### src/rtl/clock_pkg.sv
// Shared clock-domain types: set_state encoding, field widths and limits.
// Used by the time counter, display mux and time-setting controller.
package clock_pkg;

  localparam int HOUR_W   = 5;
  localparam int MIN_W    = 6;
  localparam int MAX_HOUR = 23;
  localparam int MAX_MIN  = 59;

  typedef enum logic [1:0] {
    RUN      = 2'd0,
    SET_HOUR = 2'd1,
    SET_MIN  = 2'd2,
    COMMIT   = 2'd3
  } set_state_t;

  // Wrapping step; out-of-range values snap back into range.
  function automatic logic [5:0] step_val(
    input logic [5:0] v,
    input logic [5:0] vmax,
    input logic       up
  );
    logic [5:0] r;
    if (up)
      r = (v >= vmax) ? 6'd0 : v + 6'd1;
    else if (v == 6'd0)
      r = vmax;
    else if (v > vmax)
      r = vmax;
    else
      r = v - 6'd1;
    return r;
  endfunction

endpackage

### src/rtl/btn_repeat.sv
// Button edge detect with hold-to-repeat step generation.
// Steps on press, after REPEAT_DELAY ticks held, then every REPEAT_RATE ticks.
module btn_repeat #(
  parameter int REPEAT_DELAY = 50,
  parameter int REPEAT_RATE  = 10
) (
  input  logic clk,
  input  logic rst,
  input  logic i_btn,
  input  logic i_tick,
  input  logic i_clr,
  output logic o_step
);

  localparam int MAXC = (REPEAT_DELAY > REPEAT_RATE) ?
                        REPEAT_DELAY : REPEAT_RATE;
  localparam int CW   = $clog2(MAXC + 1);

  logic          r_prev;
  logic          r_rep;
  logic [CW-1:0] r_cnt;
  logic [CW-1:0] w_cnt_nx;
  logic          w_press;
  logic          w_held;
  logic          w_fire;

  assign w_press  = i_btn & ~r_prev;
  assign w_held   = i_btn & r_prev;
  assign w_cnt_nx = r_cnt + 1'b1;
  assign w_fire   = w_held & i_tick &
                    (r_rep ? (w_cnt_nx == CW'(REPEAT_RATE))
                           : (w_cnt_nx == CW'(REPEAT_DELAY)));
  assign o_step   = ~i_clr & (w_press | w_fire);

  always_ff @(posedge clk or posedge rst) begin
    if (rst) begin
      r_prev <= 1'b1;
      r_rep  <= 1'b0;
      r_cnt  <= '0;
    end else begin
      r_prev <= i_btn;
      if (i_clr || !i_btn) begin
        r_rep <= 1'b0;
        r_cnt <= '0;
      end else if (w_fire) begin
        r_rep <= 1'b1;
        r_cnt <= '0;
      end else if (w_held && i_tick) begin
        r_cnt <= w_cnt_nx;
      end
    end
  end

endmodule

### src/rtl/time_set_ctrl.sv
// Front-panel time-setting controller: edit hour then minute, commit
// with a one-cycle load strobe; counting is paused while editing.
module time_set_ctrl
  import clock_pkg::*;
#(
  parameter int REPEAT_DELAY = 50,
  parameter int REPEAT_RATE  = 10,
  parameter int BLINK_TICKS  = 25
) (
  input  logic              clk,
  input  logic              rst,
  input  logic              tick_en,
  input  logic              btn_mode,
  input  logic              btn_inc,
  input  logic              btn_dec,
  input  logic [HOUR_W-1:0] cur_hour,
  input  logic [MIN_W-1:0]  cur_min,
  output logic              time_count_en,
  output logic              load_en,
  output logic [HOUR_W-1:0] hour_out,
  output logic [MIN_W-1:0]  min_out,
  output logic [1:0]        set_state,
  output logic              blink_on
);

  localparam int BW = $clog2(BLINK_TICKS + 1);

  set_state_t    r_state;
  logic          r_mode_prev;
  logic [BW-1:0] r_bcnt;

  logic       w_mode_press;
  logic       w_edit;
  logic       w_clr;
  logic       w_inc_step;
  logic       w_dec_step;
  logic       w_step;
  logic [5:0] w_hour_st;
  logic [5:0] w_min_st;

  assign w_mode_press = btn_mode & ~r_mode_prev;
  assign w_edit = (r_state == SET_HOUR) || (r_state == SET_MIN);
  // Mode beats steps; both step buttons at once cancel each other.
  assign w_clr  = ~w_edit | w_mode_press | (btn_inc & btn_dec);
  assign w_step = w_inc_step | w_dec_step;
  assign w_hour_st = step_val(6'(hour_out), 6'(MAX_HOUR), w_inc_step);
  assign w_min_st  = step_val(min_out, 6'(MAX_MIN), w_inc_step);
  assign set_state = r_state;

  btn_repeat #(
    .REPEAT_DELAY(REPEAT_DELAY),
    .REPEAT_RATE (REPEAT_RATE)
  ) u_inc (
    .clk   (clk),
    .rst   (rst),
    .i_btn (btn_inc),
    .i_tick(tick_en),
    .i_clr (w_clr),
    .o_step(w_inc_step)
  );

  btn_repeat #(
    .REPEAT_DELAY(REPEAT_DELAY),
    .REPEAT_RATE (REPEAT_RATE)
  ) u_dec (
    .clk   (clk),
    .rst   (rst),
    .i_btn (btn_dec),
    .i_tick(tick_en),
    .i_clr (w_clr),
    .o_step(w_dec_step)
  );

  always_ff @(posedge clk or posedge rst) begin
    if (rst) begin
      r_state       <= RUN;
      r_mode_prev   <= 1'b1;
      r_bcnt        <= '0;
      time_count_en <= 1'b1;
      load_en       <= 1'b0;
      hour_out      <= '0;
      min_out       <= '0;
      blink_on      <= 1'b0;
    end else begin
      r_mode_prev <= btn_mode;
      load_en     <= 1'b0;
      unique case (r_state)
        RUN: begin
          time_count_en <= 1'b1;
          blink_on      <= 1'b0;
          r_bcnt        <= '0;
          if (w_mode_press) begin
            r_state       <= SET_HOUR;
            hour_out      <= cur_hour;
            min_out       <= cur_min;
            time_count_en <= 1'b0;
            blink_on      <= 1'b1;
          end
        end
        SET_HOUR, SET_MIN: begin
          if (w_mode_press) begin
            r_bcnt <= '0;
            if (r_state == SET_HOUR) begin
              r_state  <= SET_MIN;
              blink_on <= 1'b1;
            end else begin
              r_state  <= COMMIT;
              load_en  <= 1'b1;
              blink_on <= 1'b0;
            end
          end else begin
            if (w_step) begin
              if (r_state == SET_HOUR)
                hour_out <= w_hour_st[HOUR_W-1:0];
              else
                min_out <= w_min_st;
            end
            if (tick_en) begin
              if (r_bcnt == BW'(BLINK_TICKS - 1)) begin
                r_bcnt   <= '0;
                blink_on <= ~blink_on;
              end else begin
                r_bcnt <= r_bcnt + 1'b1;
              end
            end
          end
        end
        COMMIT: begin
          r_state       <= RUN;
          time_count_en <= 1'b1;
        end
        default: r_state <= RUN;
      endcase
    end
  end

endmodule

### config.mk
export PLATFORM = sky130hd
export DESIGN_NAME = time_set_ctrl
export DESIGN_NICKNAME = d
export VERILOG_FILES = /design/src/rtl/clock_pkg.sv /design/src/rtl/btn_repeat.sv /design/src/rtl/time_set_ctrl.sv
export SDC_FILE = /design/constraint.sdc
export NUM_CORES = 1
export LEC_CHECK = 0
export CAP_MARGIN = 20
export CORE_ASPECT_RATIO = 1.2
export CORE_MARGIN = 2
export CORE_UTILIZATION = 55
export DETAILED_ROUTE_END_ITERATION = 6
export GPL_ROUTABILITY_DRIVEN = 0
export HOLD_SLACK_MARGIN = 0.12
export PLACE_DENSITY = 0.78
export RECOVER_POWER = 25
export SLEW_MARGIN = 20
export SYNTH_ARGS = -nofsm -noshare
export SYNTH_HDL_FRONTEND = slang
export SYNTH_SLANG_ARGS = --single-unit
### constraint.sdc
create_clock -name clk -period 3 [get_ports clk]
set_input_delay 0.75 -clock clk [delete_from_list [all_inputs] [get_ports clk]]
set_output_delay 0.75 -clock clk [all_outputs]
set_load 0.01 [all_outputs]
======== Yosys cells after proc, flatten, opt, wreduce, memory -nomap -nowiden ========
Index checks and enable logic that the tools add are counted.
cells by class
  $add $sub $neg .......................... 7
  $lt $le $gt $ge ......................... 4
  eq/ne operators ......................... 16
  muxes and demuxes ....................... 49
  bitwise gates (word level) .............. 23
  reduce and logical (&&, ||, !) cells .... 22
operators with widths
  operator               number
  $mux W6                14
  $mux W5                11
  $pmux W5 S2            2
  $add A6 B1 Y6 const B  3
  $mux W1                16
  $and A1 B1 Y1          12
  $eq A6 B4 Y1 const B   2
  $eq A6 B6 Y1 const B   2
  $ne A2 B2 Y1 const B   6
  $pmux W6 S2            1
  $add A5 B1 Y5 const B  2
  $reduce_and A5 Y1      2
  $reduce_bool A2 Y1     4
  $ge A6 B6 Y1 const B   1
  $gt A6 B6 Y1 const B   1
  $logic_not A6 Y1       1
  $ne A3 B3 Y1 const B   2
  $not A1 Y1             6
  $pmux W2 S3            1
  $reduce_bool A3 Y1     2
  $sub A6 B1 Y6 const B  1
  $eq A5 B5 Y1 const B   1
  $ge A5 B5 Y1 const B   1
  $gt A5 B5 Y1 const B   1
  other kinds (14)       26
storage, ports and cells
  register bits ........................... 38
  bits of input ports ..................... 17
  output and inout port bits .............. 16
  logic and storage cells ................. 135

======== Depth between registers and ports, before layout ========
Gate-level depths: netlist of run 1.
  depth in word-level cells ............... 12
  depth in mapped cells ................... 9
  mapped depth without buffers ............ 8

======== By module ========
From an unflattened synthesis of run 1, not the netlist that was laid out.
unflattened totals
  cell total of the unflattened synthesis .. 313
  area, all modules ....................... 2706.3 sq um
modules (own cells, without submodules)
  module         instances  cells an instance  area each (sq um)  sequential area each (sq um)
  time_set_ctrl  1          213                1707.9             553.0
  btn_repeat     2          50                 499.2              201.4

======== Worst setup path after synthesis of run 1 ========
No wires, ideal clock.
  path type ............................... input-to-reg
  from .................................... input tick_en
  to ...................................... register min_out[3]
  setup time .............................. 0.125 ns
  arrival ................................. 2.511 ns
  data required time ...................... 2.875 ns
  slack ................................... 0.364 ns
  stages on the path ...................... 8
  buffers on the path ..................... 2
  cells stage by stage .................... buf_2 > nand4_1 > or3_1 > a311o_2 > a31oi_4 > o21a_1 > buf_6 > mux2_4
between the ends
  longest elaborated chain between the ends .. 9
  elaborated cells on any way between the ends .. 16
  those cells by class .................... eq/ne (1); mux (5); bitwise (9); reduce/logical (1)
ends and longest elaborated chain
  element                      RTL line              source
  start, declared              time_set_ctrl.sv:12   input logic tick_en,
  $and A1 B1 Y1 (2 in series)  btn_repeat.sv:30      assign w_fire = w_held & i_tick &
  $or A1 B1 Y1                 btn_repeat.sv:33      assign o_step = ~i_clr & (w_press | w_fire);
  $and A1 B1 Y1                btn_repeat.sv:33
  $mux W6                      clock_pkg.sv:24       if (up)
  $mux W6                      time_set_ctrl.sv:113  if (r_state == SET_HOUR)
  $mux W6                      time_set_ctrl.sv:112  if (w_step) begin
  $mux W6                      time_set_ctrl.sv:101  if (w_mode_press) begin
  $pmux W6 S2                  time_set_ctrl.sv:87   unique case (r_state)
  end signal, assigned         time_set_ctrl.sv:95   min_out <= cur_min;
  end signal, assigned         time_set_ctrl.sv:116  min_out <= w_min_st;
  end, declared                time_set_ctrl.sv:21   output logic [MIN_W-1:0] min_out,
Parallel ways exist; a longest one is shown, timed or not. The select of a mux whose other input is x is not followed.
A chain may end at the register's enable or synchronous reset.

======== Worst setup path in the final report of run 1 ========
  from .................................... input tick_en
  to ...................................... register min_out[4]
The elaborated chain is that of the path after synthesis.

==> metrics.md, run 1 <==
| Metric | Value |
|---|---|
| Outcome | completed |
| Tcrit/Tclk final | 0.957 |
| Vias in the first global route | 2415 |
| HP Start | time_count_en |
| # H-tree levels | 2 |
| Kind of critical path | in -> reg |
| R2r endpoint | min_out[3] |
| R2R Path Start | u_inc.r_cnt[1] |
| # placed instances | 434 |
| Power density cells | 933 mW/mm^2 |
| Endpoints failing hold | 0 |
| I/O Buffers | 32 |
| RSZ-0062 raised after global routing | no |
| Die Ht | 84.0 um |
| Main synth FF type | dfrtp_1 |
| Yosys cell types | 67 |
| Sink Count | 38 |
| Largest net degree at the start of global routing | 39 |
| Max-cap violations | 0 |
| Area Overhead vs Synth | 20.6% |
| Antenna violations before repair | 0 |
| Clock-pin slew on the worst setup and hold paths | 70 ps |
| Die W | 70.6 um |
| Peak VDD IR | 0.534 mV |
| Slowest stage delay, CP | 590 ps |
| Register Area | 956 um^2 |
| Number of antenna-violating nets in the routed design | 0 |
| Multi-input gate area | 0.00180 mm^2 |
| Max Fanout on Critical Path | 6 |
| Vias | 2619 |
| Full die area | 0.00593 mm^2 |
| Wire per inst | 14.7 um |
| Critical Path RT | 3170 ps |
| First-pass GRT wire length | 11200 um |
| Fillcell total | 433 |
| Drt pass-1 iters | 4 |
| Clk Tree Root Cell | clkbuf_8 |
| Hold buffers post-CTS | 0 |
| Kind of end point of the critical path | flop |
| CTS max path bufs | 2 |
| Core Util, Final | 0.676 |
| DR iter-0 viols | 164 |
| # nets final | 411 |
| Slew HR | 0.371 |
| Worst setup path start | tick_en |
| Final Skew | 6.78 ps |
| Minimum clock period after layout | 2870 ps |
| R2R depth | 7 |
| Mapped cell area | 0.00293 mm^2 |
| Worst-Skew Late Latency | 290 ps |
| Mean Syn Cell Area | 8.85 um^2 |
| Core Area | 0.00523 mm^2 |
| TritonCTS clock tree | done |
| # resized after CTS | 0 |
| Slack of the worst reg-to-reg path | 270 ps |
| GRT Util Overall | 0.230 |
| Setup violators final | 0 |
| Starting Density | 0.561 |
| Worst path slowest cell | clkdlybuf4s50_1 |
| DRC Markers | 0 |
| CTS buffer count | 5 |
| Slew @ Worst Pin | 943 ps |
| Sequential fraction of the synthesis area | 0.326 |
| Mapped Nets | 363 |
| Antenna diodes | 0 |
| Leak pwr | 1.51 nW |
| Synth Register Bits | 38 |
| Final WL | 6490 um |
| Fmax | 348 MHz |
| Crit path cell chain | clkdlybuf4s50_1 > nand4_1 > or3_1 > a311o_2 > a31oi_4 > o21a_1 > mux2_4 |
| Worst Setup EP | min_out[4] |
| Setup repair bufs after CTS | 0 |
| WP data arrival | 3040 ps |
| Dpl hpwl | 4760 um |
| Cell row count | 29 |
| Remaining Overflow, GRT | 0 |
| Number of synthesized flops with an enable pin | 0 |
| Post-synth ARST share | 1.00 |
| Number of synthesis warnings | 0 |
| Layout Cells excl Fill | 442 |
| Fin. max-slew vios | 0 |
| Drt via density | 5.93 |
| # IOs | 33 |
| Worst min path class | reg -> reg |
| Share of cells above drive strength 1 | 0.158 |
| CP startpoint kind | primary input |
| Cells after Synth | 331 |
-- per-layer routing --
layer	up-vias	share of wire	global-route usage
li1	1313	-	-
met1	1265	0.48	0.311
met2	33	0.49	0.376
met3	8	0.020	0.0314
met4	0	0.013	0.0823
met5	-	0	0
-- Yosys cell counts, drive strengths merged, types with 3 or more instances --
cell type	n	area share
a21o	3	0.0077
a21oi	17	0.029
a31oi	14	0.035
a32oi	3	0.0090
and3	6	0.013
buf	7	0.021
clkbuf	9	0.012
dfrtp	34	0.29
dfstp	4	0.036
ha	15	0.064
inv	20	0.026
mux2	12	0.051
mux2i	8	0.027
nand2	25	0.032
nand2b	7	0.016
nand3	19	0.038
nand3b	5	0.013
nand4	4	0.011
nor2	25	0.032
nor2b	7	0.015
nor3	4	0.0085
nor4	3	0.0064
o21ai	22	0.039
o22ai	4	0.0085
o31ai	6	0.015
or3	5	0.012
xnor2	8	0.024
xor2	5	0.015
-- report_power, final --
group / switching (mW) / internal, mW / total [mW]
sequential: 0.226 / 0.642 / 0.868
combinational: 0.987 / 0.994 / 1.98
clock: 0.176 / 0.271 / 0.447
-- stage by stage --
stage / instance area [um^2] / setup WS, ps / power, mW / TNS, ps / hold WS, ps
3_5_place_dp: 3420 / -156 / 2.84 / -1030 / 457
2_1_floorplan: 2930 / 364 / 2.25 / 0 / 445
4_1_cts: 3540 / 142 / 3.31 / 0 / 468
3_3_place_gp: 3420 / -129 / 2.79 / -781 / 458
5_1_grt: 3530 / 0.640 / 3.55 / 0 / 506
6_report: 3530 / 128 / 3.30 / 0 / 464
-- critical path, delay by kind of cell --
kind / cells / cell delay, ps
muxes: 1 / 320
buffers and inverters: 1 / 590
and+or+nand+nor: 2 / 510
AOI/OAI and AO/OA: 3 / 860
-- cell type report --
cell class	count	share of cell area
inverter	20	0.0212
timing repair buffer	57	0.143
multi-input combinational	257	0.510
tap	62	0.0220
sequential	38	0.271
clock buffer	7	0.0244
clock inverter	1	0.00850
-- worst min path at each step --
stage | end | slack, ps | cells after the start
after detailed placement | time_count_en | 460 | 2
after global placement | time_count_en | 460 | 2
after global routing | time_count_en | 510 | 2
after CTS | time_count_en | 470 | 2
after floorplan | r_bcnt[4] | 450 | 1
final | time_count_en | 460 | 2
-- cells in the final DEF (no fill, tap or decap), types with 5 or more instances in the layout --
cell / synthesis / final
buf_4: 1 / 24
nor2b_1: 7 / 7
dfrtp_1: 34 / 34
nand2b_1: 6 / 6
o31ai_1: 6 / 6
nand3_1: 17 / 17
nand2_1: 25 / 25
mux2_2: 7 / 7
nor2_1: 25 / 25
clkbuf_8: 0 / 6
nand3b_1: 5 / 5
inv_1: 20 / 20
ha_1: 15 / 15
o21ai_0: 20 / 20
a21oi_1: 17 / 17
and3_1: 6 / 6
xnor2_1: 8 / 8
clkdlybuf4s50_1: 0 / 29
mux2i_1: 8 / 8
a31oi_1: 13 / 13
xor2_1: 5 / 5
-- flip-flops by register name (all words and copies together) (netlist names) --
name and flops:
min_out 6, u_dec.r_cnt 6, u_inc.r_cnt 6, hour_out 5, r_bcnt 5, set_state 2, blink_on 1, load_en 1
r_mode_prev 1, time_count_en 1, u_dec.r_prev 1, u_dec.r_rep 1, u_inc.r_prev 1, u_inc.r_rep 1
-- cells by family after synthesis --
group / count (synthesis) / share of synthesized area
and+or+nand+nor: 120 / 0.224
xor gates and xnor gates: 13 / 0.0389
AOI/OAI and AO/OA: 89 / 0.210
DFF: 38 / 0.326
buffers and inverters: 36 / 0.0585
adders and majority gates: 15 / 0.0640
muxes: 20 / 0.0786
(Power assumes the default switching activity.)
==> run 2, diff against run 1 <==
Settings changed: CORE_UTILIZATION 55 to 40, PLACE_DENSITY 0.78 to not set.
==> run 2 against run 1 <==
Effect of this change: cell count grew 5.7%; worst setup slack gained 58 ps; clock-buffer cell count is the same; non-clock buffer count shrank 3; hold slack gained 8.3 ps; sequential share of layout area shrank 0.24 points; power grew 0.54%; critical endpoint is now min_out[3]; largest power group unchanged.
==> metrics.md, run 2 (synthesized netlist as in run 1, its figures left out) <==
| Metric | Value |
|---|---|
| Dpl hpwl | 4920 um (+3.4%) |
| Sequential share of power | 0.262 (about the same) |
| Internal power | 1.92 mW (+0.78%) |
| Final Skew | 9.54 ps (+2.77 ps) |
| DR iter-0 viols | 126 (-23%) |
| Vias in the first global route | 2636 (+9.2%) |
| First-pass GRT wire length | 11900 um (+6.5%) |
| Final WL | 6610 um (+1.8%) |
| Tcrit/Tclk final | 0.938 (-0.0193) |
| TritonCTS clock tree | done |
| CTS buffer count | 5 (unchanged) |
| Leak pwr | 1.50 nW (-0.69%) |
| Core Area | 0.00719 mm^2 (+38%) |
| GRT Util Overall | 0.184 (-0.0462) |
| Largest net degree at the start of global routing | 39 (unchanged) |
| Clock power frac | 0.138 (+0.002) |
| Setup_tns | 0 ps (unchanged) |
| Share of cells above drive strength 1 | 0.154 (-0.00405) |
| Slack of the worst reg-to-reg path | 290 ps (+20 ps) |
| Critical Path RT | 3180 ps (about the same) |
| Worst path slowest cell | clkdlybuf4s50_1 |
| Endpoints failing hold | 0 (unchanged) |
| Slowest stage delay, CP | 570 ps (-20 ps) |
| Leading cell type in the layout, fill and taps excluded | dfrtp_1 |
| Cell row count | 34 (+17%) |
| Hold buffers post-CTS | 0 (unchanged) |
| Setup violators final | 0 (unchanged) |
| Outcome | completed |
| Final instance area | 0.00356 mm^2 (+0.89%) |
| Fin. max-slew vios | 0 (unchanged) |
| Clock-pin slew on the worst setup and hold paths | 80 ps (about the same) |
| Worst setup path start | tick_en |
| Antenna violations before repair | 0 (unchanged) |
| NetSw | 1.39 mW (+0.21%) |
| Drt via density | 5.55 (-6.3%) |
| Die W | 82.1 um (+16%) |
| Number of antenna-violating nets in the routed design | 0 (unchanged) |
| # nets final | 408 (-0.73%) |
| Commonest non-fill, non-tap cells in the layout | dfrtp_1, clkdlybuf4s50_1, nand2_1, nor2_1 |
| CTS max path bufs | 2 (unchanged) |
| R2r endpoint | min_out[1] |
| Worst-Skew Late Latency | 290 ps (about the same) |
| Area Overhead vs Synth | 21.6% |
| # H-tree levels | 2 (unchanged) |
| Worst Setup EP | min_out[3] |
| Net Sw Frac | 0.420 (-0.00137) |
| Fillcell total | 699 (+61%) |
| Worst min path class | reg -> reg |
| Remaining Overflow, GRT | 0 (unchanged) |
| RSZ-0062 raised after global routing | no |
| Peak VDD IR | 0.370 mV (-31%) |
| Logic pwr share | 0.600 (about the same) |
| Max-cap violations | 0 (unchanged) |
| R2R Path Start | u_inc.r_cnt[1] |
| Kind of end point of the critical path | flop |
| Core Util, Final | 0.496 (-0.180) |
| Register Area | 956 um^2 (unchanged) |
| Kind of critical path | in -> reg |
| Top flop regs | min_out x6, u_dec.r_cnt x6, u_inc.r_cnt x6 |
| Multi-input gate area | 0.00181 mm^2 (+0.35%) |
| Full die area | 0.00803 mm^2 (+35%) |
| Overall power | 3.31 mW (+0.54%) |
| Antenna diodes | 0 (unchanged) |
| WP data arrival | 3000 ps (-40 ps) |
| CP startpoint kind | primary input |
| I/O Buffers | 32 (unchanged) |
| # IOs | 33 (unchanged) |
| Clk Tree Root Cell | clkbuf_8 |
| Power density cells | 930 mW/mm^2 (-0.34%) |
| Vias | 2592 (-1.0%) |
| R2R depth | 8 (+1) |
| Die Ht | 97.8 um (+16%) |
| Crit path cell chain | clkdlybuf4s50_1 > nand4_1 > or3_1 > a311o_2 > a31oi_4 > o21a_1 > buf_12 > mux2_4 |
| DRC Markers | 0 (unchanged) |
| Sink Count | 38 (unchanged) |
| Starting Density | 0.408 (-0.153) |
| Wire per inst | 14.1 um (-3.6%) |
| Fmax | 355 MHz (+2.1%) |
| Minimum clock period after layout | 2810 ps (-58.0 ps) |
| Slew @ Worst Pin | 1020 ps (+72.4 ps) |
| Drt pass-1 iters | 4 (unchanged) |
| Max Fanout on Critical Path | 6 (unchanged) |
| Placed inst area | 0.00344 mm^2 (+0.73%) |
| Slew HR | 0.323 (-0.0483) |
[run 2: layout make-up]
class / count / share of cell area
Inverter: 20 / 0.0211
Tap cell: 90 / 0.0316
Sequential cell: 38 / 0.268
Timing Repair Buffer: 54 / 0.139
Clock inverter: 1 / 0.00842
Clock buffer: 7 / 0.0242
Multi-Input combinational cell: 257 / 0.508
[run 2: critical path, delay by kind of cell]
family                 cells  cell delay (ps)
buffers and inverters      2              700
multiplexers               1              290
AO/OA/AOI/OAI              3              750
AND/OR/NAND/NOR            2              500
[run 2: layer usage]
layer  track usage  routed length, um
met1         0.245               3030
met2         0.301               3300
met3        0.0333                223
met4        0.0513                 61
met5             0                  0
[run 2: worst min-delay path by stage]
| stage | from | end | slack [ps] | cells past startpoint |
|---|---|---|---|---|
| final | time_count_en | time_count_en | 470 | 2 |
| after global routing | time_count_en | time_count_en | 480 | 2 |
| after CTS | time_count_en | time_count_en | 470 | 2 |
| after detailed placement | time_count_en | time_count_en | 460 | 2 |
| after global placement | time_count_en | time_count_en | 460 | 2 |
| after floorplan | r_bcnt[4] | r_bcnt[4] | 450 | 1 |
[run 2: what timing repair did]
| action | CTS | global route |
|---|---|---|
| resized for setup | 0 | 1 |
| endpoints found under the setup margin | 0 | 1 |
| setup buffers | 0 | 0 |
[run 2: power by group through the flow]
stage          clock network (mW)  registers [mW]  logic (mW)
2_1_floorplan                   0           0.811        1.44
3_5_place_dp                    0           0.875        1.99
4_1_cts                     0.472           0.867        2.00
5_1_grt                     0.494           0.903        2.23
6_report                    0.456           0.868        1.99
3_3_place_gp                    0           0.875        1.98
[run 2: per-stage QoR]
stage / worst slack, ps / cells / hold WS (ps)
CTS: 186 / 467 / 474
finish: 186 / 467 / 472
global placement: -91.6 / 459 / 462
global route: 55.2 / 467 / 484
detailed placement: -134 / 459 / 461
floorplan: 364 / 331 / 445
==> run 3, diff against run 2 <==
Settings changed: GPL_TIMING_DRIVEN set to 1.
==> results of run 3 <==
The final DEF is identical to that of run 2; final timing and power are the same.
